==> config.mk <==
export PLATFORM = sky130hd
export DESIGN_NAME = serial_add_sub
export DESIGN_NICKNAME = d
export VERILOG_FILES = /design/src/rtl/serial_add_sub.sv
export SDC_FILE = /design/constraint.sdc
export NUM_CORES = 1
export LEC_CHECK = 0
export BUFFER_PORTS_ARGS = -buffer_cell sky130_fd_sc_hd__buf_2
export CORE_AREA = 2 2 82 100
export CTS_CLUSTER_SIZE = 16
export DETAILED_ROUTE_END_ITERATION = 10
export DIE_AREA = 0 0 84 102
export GPL_TIMING_DRIVEN = 1
export PLACE_DENSITY_LB_ADDON = 0.1
export SETUP_SLACK_MARGIN = 0.05
export SYNTH_ARGS = -nofsm -noshare
export SYNTH_HDL_FRONTEND = slang
export SYNTH_SLANG_ARGS = --single-unit
==> constraint.sdc <==
create_clock -name clk -period 7.7 [get_ports clk]
set_clock_uncertainty 0.2 [all_clocks]
set_input_delay 0.385 -clock clk [delete_from_list [all_inputs] [get_ports clk]]
set_output_delay 0.385 -clock clk [all_outputs]
set_load 0.01 [all_outputs]
==> src/rtl/serial_add_sub.sv <==
// Digit-serial adder/subtractor: DIGIT bits per clock through a ripple chain, N = WIDTH/DIGIT cycles.
// Optional signed-overflow output V when SERIAL_ADD_SUB_OVERFLOW_EN is defined.
module serial_add_sub #(
    parameter int WIDTH = 16,
    parameter int DIGIT = 4
) (
    input  logic             clk,
    input  logic             rst,
    input  logic [WIDTH-1:0] A,
    input  logic [WIDTH-1:0] B,
    input  logic             Cin,
    input  logic             mode,
    input  logic             start,
    output logic [WIDTH-1:0] S,
    output logic             Cout,
    output logic             busy,
    output logic             done
`ifdef SERIAL_ADD_SUB_OVERFLOW_EN
    ,
    output logic             V
`endif
);

    localparam int N     = WIDTH / DIGIT;
    localparam int IDX_W = (N > 1) ? $clog2(N) : 1;
    localparam logic [IDX_W-1:0] LAST_IDX = IDX_W'(N - 1);

    typedef enum logic [1:0] {
        IDLE,
        RUN,
        DONE
    } state_t;

    state_t             state_reg;
    logic [WIDTH-1:0]   a_reg;
    logic [WIDTH-1:0]   b_reg;
    logic [WIDTH-1:0]   s_reg;
    logic [IDX_W-1:0]   idx_reg;
    logic               carry_reg;
    logic               cout_reg;
    logic               busy_reg;
    logic               done_reg;

    logic [DIGIT-1:0]   a_digit;
    logic [DIGIT-1:0]   b_digit;
    logic [DIGIT-1:0]   sum_digit;
    logic               carry_next;
`ifdef SERIAL_ADD_SUB_OVERFLOW_EN
    logic               carry_msb;
    logic               v_reg;
`endif

    assign a_digit = a_reg[idx_reg*DIGIT +: DIGIT];
    assign b_digit = b_reg[idx_reg*DIGIT +: DIGIT];

    // One digit of ripple-carry; the carry into the digit's top bit is kept for overflow.
    always_comb begin
        logic c;
        c         = carry_reg;
        sum_digit = '0;
`ifdef SERIAL_ADD_SUB_OVERFLOW_EN
        carry_msb = carry_reg;
`endif
        for (int i = 0; i < DIGIT; i++) begin
`ifdef SERIAL_ADD_SUB_OVERFLOW_EN
            if (i == DIGIT - 1) carry_msb = c;
`endif
            sum_digit[i] = a_digit[i] ^ b_digit[i] ^ c;
            c = (a_digit[i] & b_digit[i]) | (c & (a_digit[i] ^ b_digit[i]));
        end
        carry_next = c;
    end

    always_ff @(posedge clk or posedge rst) begin
        if (rst) begin
            state_reg <= IDLE;
            a_reg     <= '0;
            b_reg     <= '0;
            s_reg     <= '0;
            idx_reg   <= '0;
            carry_reg <= 1'b0;
            cout_reg  <= 1'b0;
            busy_reg  <= 1'b0;
            done_reg  <= 1'b0;
`ifdef SERIAL_ADD_SUB_OVERFLOW_EN
            v_reg     <= 1'b0;
`endif
        end else begin
            case (state_reg)
                IDLE: begin
                    if (start) begin
                        // Subtract is A + ~B + 1, so the conditioned operand is stored directly.
                        a_reg     <= A;
                        b_reg     <= mode ? ~B : B;
                        carry_reg <= mode ? 1'b1 : Cin;
                        idx_reg   <= '0;
                        busy_reg  <= 1'b1;
                        state_reg <= RUN;
                    end
                end
                RUN: begin
                    s_reg[idx_reg*DIGIT +: DIGIT] <= sum_digit;
                    carry_reg <= carry_next;
                    idx_reg   <= idx_reg + 1'b1;
                    if (idx_reg == LAST_IDX) begin
                        cout_reg  <= carry_next;
`ifdef SERIAL_ADD_SUB_OVERFLOW_EN
                        v_reg     <= carry_msb ^ carry_next;
`endif
                        done_reg  <= 1'b1;
                        state_reg <= DONE;
                    end
                end
                DONE: begin
                    done_reg  <= 1'b0;
                    busy_reg  <= 1'b0;
                    state_reg <= IDLE;
                end
                default: state_reg <= IDLE;
            endcase
        end
    end

    assign S    = s_reg;
    assign Cout = cout_reg;
    assign busy = busy_reg;
    assign done = done_reg;
`ifdef SERIAL_ADD_SUB_OVERFLOW_EN
    assign V    = v_reg;
`endif

endmodule

==> qor.txt, run 1 <==
CP top delay family: adder cells
Net Sw Frac: 0.3739
Total power: 0.001414 W
Combinational power share: 0.514
DP Wirelength: 4.026 mm
Layout cells sized above 1: 0.4783
CTS Buffer Depth: 2
Worst setup startpoint: idx_reg[0]
Synth area leader: dfrtp_1
Max H-tree Level: 2
Cell Area, Synth: 2900 µm²
Critical Path Source Type: flop
Routed WL: 5.761 mm
Final GP Congestion: 0.6829
R2R setup slack: 4.31 ns
Initial antenna violation count: 0
Post-Syn Area per Cell: 14.50 µm²
Initial DRC Count: 53
Type of the worst min-delay path: in2async
Synth-to-layout area growth: 13.68%
Slowest cell delay on critical path: 0.65 ns
Clock share of power: 0.119
Die X: 84 µm
Slew headroom: 0.5121
Fin crit period: 3.386 ns
Syn nets: 247
Drt first pass iters: 4
CTS Hold Bufs: 0
Core Footprint: 7576 µm²
Setup TNS: 0 ns
Fill cell count: 742
Placed Instances: 337
Total CTS buffers: 5
Status: complete, no violations
Largest net degree at the start of global routing: 57
Final net count: 299
Number of synthesized flops with an enable pin: 0
Vias in the first global route: 1785
IO Count: 56
Worst-Margin Slew: 0.7318 ns
Yosys top cell area share: 0.4832
Via count: 1725
# DRC: 0
Post-synth ARST share: 1.000
Arrival time at the worst endpoint: 3.39 ns
Routed wire per std cell: 16.70 µm
Max-slew violations: 0
Leading post-synthesis cells by cell area: dfrtp_1 (48%), mux2_2 (17%), mux4_2 (6.2%)
Synth warn: 0
Final WS setup: 4.314 ns
P_leak: 1.559 nW
Global route overflow: 0
Area of the multi-input gates: 1351 µm²
Worst slack at placement: 4.302 ns
Register Area: 1401 µm²
Worst Path Required: 7.70 ns
Crit path kind: reg2reg
Clock sink total: 56
Pwr/cell area: 428.9 nW/µm²
Post-CTS sizing: 0
Die area: 8568 µm²
Crit-path most repeated cell: fa_1
Post-route ant nets: 0
CTS tree: built
Worst-Skew Late Latency: 0.30 ns
CTS Root Cell: clkbuf_8
Fin cells: 345
R2r startpoint: idx_reg[0]
Peak VDD IR: 0.1466 mV
Post-synthesis sequential element count: 56
Die Ht: 102 µm
Max-cap violations: 0
Initial Util: 0.3828
Sw power: 0.0005287 W
Setup-failing EPs final: 0
Crit path max-delay cell type: dfrtp_1
Max Freq: 295.3 MHz
All-Layer GR Usage: 0.1413
Top FF cell, synth: dfrtp_1
Final worst path period share: 0.4397
Unrepaired setup endpoints after global routing: false
Worst-path maximum fanout: 8
Critical path buffer and inverter count: 2
Vias/cell: 5.000
Clk slew on worst S/H paths: 0.10 ns
Row count: 35
Post-synthesis sequential area ratio: 0.4832
Final Hold Fails: 0
Port Buffers: 55
First-pass GRT wire length: 9.363 mm
Yosys cell types: 30
# Post-CTS Setup Buffers: 0
Synthesized instance count: 200
P_int: 0.0008853 W
Critical path capture point type: flop
Final Util: 0.4352
Worst-path cell chain: mux4_2 -> fa_1 -> inv_1 -> fa_1 -> fa_1 -> inv_1 -> fa_1 -> nor4bb_1 -> mux2_1
# diodes: 0
Power share of the sequential group: 0.367
==> through the flow <==
step                hold slack (ns)  instance area (µm²)
floorplan                    0.2524                 2900
global placement             0.2691                 3207
detailed placement           0.2744                 3207
CTS                         0.08071                 3297
global route                0.07411                 3297
finish                      0.05187                 3297
==> layout by cell type, fill, tap and decap left out, types with 2 or more instances in the layout <==
master	instances
and3b_1	6
and4b_1	2
buf_2	55
buf_4	3
clkbuf_1	2
clkbuf_8	6
dfrtp_1	56
fa_1	4
ha_1	6
inv_1	10
mux2_1	4
mux2_2	45
mux4_2	8
nor4b_1	6
nor4bb_1	8
o21ai_0	2
xor2_1	16
==> final timing paths <==
path,endpoint,depth (start not counted)
worst max-delay path,S[15],9
worst min-delay path,a_reg[14],3
worst max register to register,S[15],9
worst min register to register,Cout,1
max in group asynchronous,b_reg[15],3
min in group clk,a_reg[12],2
==> power by group through the flow <==
stage	combinational (W)	clock (W)	sequential [W]
after floorplan	0.000592	0	0.000484
after global placement	0.000735	0	0.000526
after detailed placement	0.000740	0	0.000528
after CTS	0.000742	0.000177	0.000525
after global routing	0.000793	0.000189	0.000539
final	0.000727	0.000168	0.000519
==> per-layer routing <==
| metal | GRT usage | up-vias | wire (µm) |
|---|---|---|---|
| met5 | 0 | - | 0 |
| met4 | 0.03722 | 0 | 63 |
| met3 | 0.02666 | 6 | 207 |
| met2 | 0.2400 | 39 | 2868 |
| met1 | 0.1884 | 862 | 2621 |
| li1 | - | 818 | - |
==> cells by family (layout without fill, tap and decap cells) <==
kind of cell,after synthesis,in the layout,share of synthesized area
AOI/OAI and AO/OA,7,7,0.01769
muxes,58,58,0.2558
DFF,56,56,0.4832
xor gates and xnor gates,16,16,0.04832
buffers and inverters,24,77,0.05090
and+or+nand+nor,29,29,0.09060
adders and majority gates,10,10,0.05349
==> cell type report <==
| class | count | share of cell area |
|---|---|---|
| clock buffers | 8 | 0.02732 |
| flip-flops and latches | 56 | 0.4250 |
| multi-input cells | 120 | 0.4099 |
| repair buffers | 58 | 0.09032 |
| well taps | 92 | 0.03491 |
| inverters | 11 | 0.01252 |
==> cells in the mapped netlist, types with 2 or more instances <==
cell type,count
fa_1,4
and4b_1,2
mux2_1,4
ha_1,6
inv_1,11
mux4_2,8
nor4b_1,6
dfrtp_1,56
and3b_1,6
o21ai_0,2
mux2_2,45
nor4bb_1,8
buf_2,4
buf_6,6
xor2_1,16
buf_4,2
==> worst min-delay path, stage by stage <==
cell	delay, ns
buf_2	0.10
inv_2	0.03
buf_4	0.55
(Power assumes the default switching activity.)
==> inputs of run 2 (changes only) <==
Settings changed: ABC_AREA from default to 1, CORE_AREA 2 2 82 100 to 2 2 82 99, DIE_AREA 0 0 84 102 to 0 0 84 101.
Clock period 7.7 ns to 3.2 ns, I/O delays scaled along.
==> qor.txt, run 2 <==
Top-count cell post-synth: nand2_1
Max Freq: 334.8 MHz
Peak VDD IR: 0.3752 mV
Number of synthesized flops with an enable pin: 0
Clock sink total: 56
Routed wire per std cell: 12.14 µm
CTS Root Cell: clkbuf_8
Max-slew violations: 0
Post-route ant nets: 0
Final GP Congestion: 0.8114
Status: complete, no violations
Synth warn: 0
R2R cell count: 14
Post-Syn Area per Cell: 8.025 µm²
Worst setup startpoint: idx_reg[0]
Largest net degree at the start of global routing: 36
Fin cells: 547
IO Count: 56
Via count: 2458
Fin crit period: 2.987 ns
Critical path capture point type: flop
Global route overflow: 0
Unrepaired setup endpoints after global routing: false
Total CTS buffers: 5
DP Wirelength: 4.720 mm
Final Hold Fails: 0
Critical Path Source Type: flop
Initial Util: 0.3761
Setup TNS: 0 ns
Vias/cell: 4.494
Port Buffers: 55
Top FF cell, synth: dfrtp_1
Arrival time at the worst endpoint: 3.00 ns
Fill cell count: 771
R2r startpoint: idx_reg[0]
First-pass GRT wire length: 11.16 mm
P_leak: 2.014 nW
Yosys cell types: 20
Pwr/cell area: 927.4 nW/µm²
Worst-Margin Slew: 0.9426 ns
Final net count: 501
R2R setup slack: 0.21 ns
Most frequent cells in the layout: nand2_1 (167), dfrtp_1 (55), buf_2 (55)
Post-synth ARST share: 1.000
Initial antenna violation count: 0
Max-cap violations: 0
Post-synthesis sequential area ratio: 0.4919
Die area: 8484 µm²
Core Footprint: 7576 µm²
All-Layer GR Usage: 0.1631
Synthesized instance count: 355
Crit path kind: reg2reg
Syn nets: 402
Cell Area, Synth: 2849 µm²
Post-synthesis sequential element count: 56
Worst-Skew Late Latency: 0.31 ns
Synth area leader: dfrtp_1
Synth-to-layout area growth: 31.14%
Final worst path period share: 0.9335
Worst-path maximum fanout: 6
Vias in the first global route: 2327
CTS tree: built
Leading post-synthesis cells by cell area: dfrtp_1 (49%), nand2_1 (22%), xor2_1 (4.9%)
Setup-failing EPs final: 0
Die Ht: 101 µm
Routed WL: 6.640 mm
CTS Buffer Depth: 2
Synth top cells by count: nand2_1 (167), dfrtp_1 (56), nand3_1 (22)
Yosys top cell area share: 0.4919
Die X: 84 µm
Layout cells sized above 1: 0.1824
# diodes: 0
# DRC: 0
Most common cell after layout, fill and taps aside: nand2_1
Drt first pass iters: 4
Max H-tree Level: 2
Slew headroom: 0.3701
Type of the worst min-delay path: in2async
Row count: 35
Clk slew on worst S/H paths: 0.09 ns
FF-to-FF End: S[11]
Total power: 0.003465 W
Placed Instances: 496
Initial DRC Count: 80
Worst Path Required: 3.21 ns
run 2: changes by cell type after synthesis, sizes merged, moves of 11 or more:
cell	previous run	this run
nand2	1	168
nand3	0	22
mux2	49	0
nor2	1	22
o21ai	2	17
inv	11	22
run 2: critical path, stage by stage, from the launching register on:
cell        delay, ns
dfrtp_2          0.47
clkinvlp_2       0.16
buf_4            0.13
buf_4            0.12
nand2_1          0.05
nand3_1          0.06
nand2_1          0.08
fa_1             0.45
fa_1             0.38
inv_1            0.08
fa_1             0.45
nand2_1          0.12
inv_1            0.04
nand3_1          0.07
nand2_1          0.05
run 2: per-stage QoR:
stage / instance area [µm²] / worst slack (ns) / utilization / hold WS, ns
after floorplan: 2849 / 0.2749 / - / 0.06962
after global placement: 3203 / 0.2299 / 0.4228 / 0.04679
after detailed placement: 3203 / 0.1558 / 0.4228 / 0.03945
after CTS: 3643 / 0.1443 / 0.4809 / 0.2273
after global routing: 3736 / 0.03317 / 0.4931 / 0.2458
final: 3736 / 0.2129 / 0.4931 / 0.2265
run 2: what timing repair did:
item | CTS | global route
hold endpoints to repair | 58 | 0
gates resized for setup | 0 | 5
hold buffers | 35 | 0
endpoints found under the setup margin | 0 | 4
buffers inserted | 0 | 6
run 2: power by group:
part           switching [W]  leakage [nW]  internal (W)
combinational        0.00111          1.26      0.000744
clock               0.000221        0.0455      0.000177
sequential          0.000194         0.710       0.00101
run 2: per-layer routing:
metal,share of wire,GRT usage,vias to the layer above,routed length [µm]
met5,0,0,-,0
met4,0.014,0.05211,0,91
met3,0.026,0.02621,8,172
met2,0.51,0.2892,36,3407
met1,0.45,0.2038,1121,2968
li1,-,-,1293,-
run 2: kinds of logic (layout without fill, tap and decap cells):
family | Yosys count | count (layout) | synth area share
flops | 56 | 56 | 0.4919
buf+inv | 35 | 135 | 0.06017
xor+xnor | 16 | 16 | 0.04919
simple gates | 214 | 214 | 0.2978
fa+ha+maj | 10 | 10 | 0.05446
compound gates | 24 | 24 | 0.04655
run 2: worst max path at each step:
| stage | to | slack (ns) | cells past startpoint |
|---|---|---|---|
| after floorplan | S[11] | 0.27 | 15 |
| after global placement | S[11] | 0.23 | 15 |
| after detailed placement | S[11] | 0.16 | 15 |
| after CTS | S[11] | 0.14 | 15 |
| after global routing | S[11] | 0.03 | 15 |
| final | S[11] | 0.21 | 14 |
run 2: area by class of cell:
type                       count  area [µm²]  area share
clock buffer                   8       90.09     0.02411
inverter                      22       86.33     0.02311
multi-input combinational    264        1276      0.3416
sequential                    56        1403      0.3754
tap                           92       115.1     0.03081
timing repair buffer         104       760.7      0.2036
timing repair inverter         1       5.005    0.001340
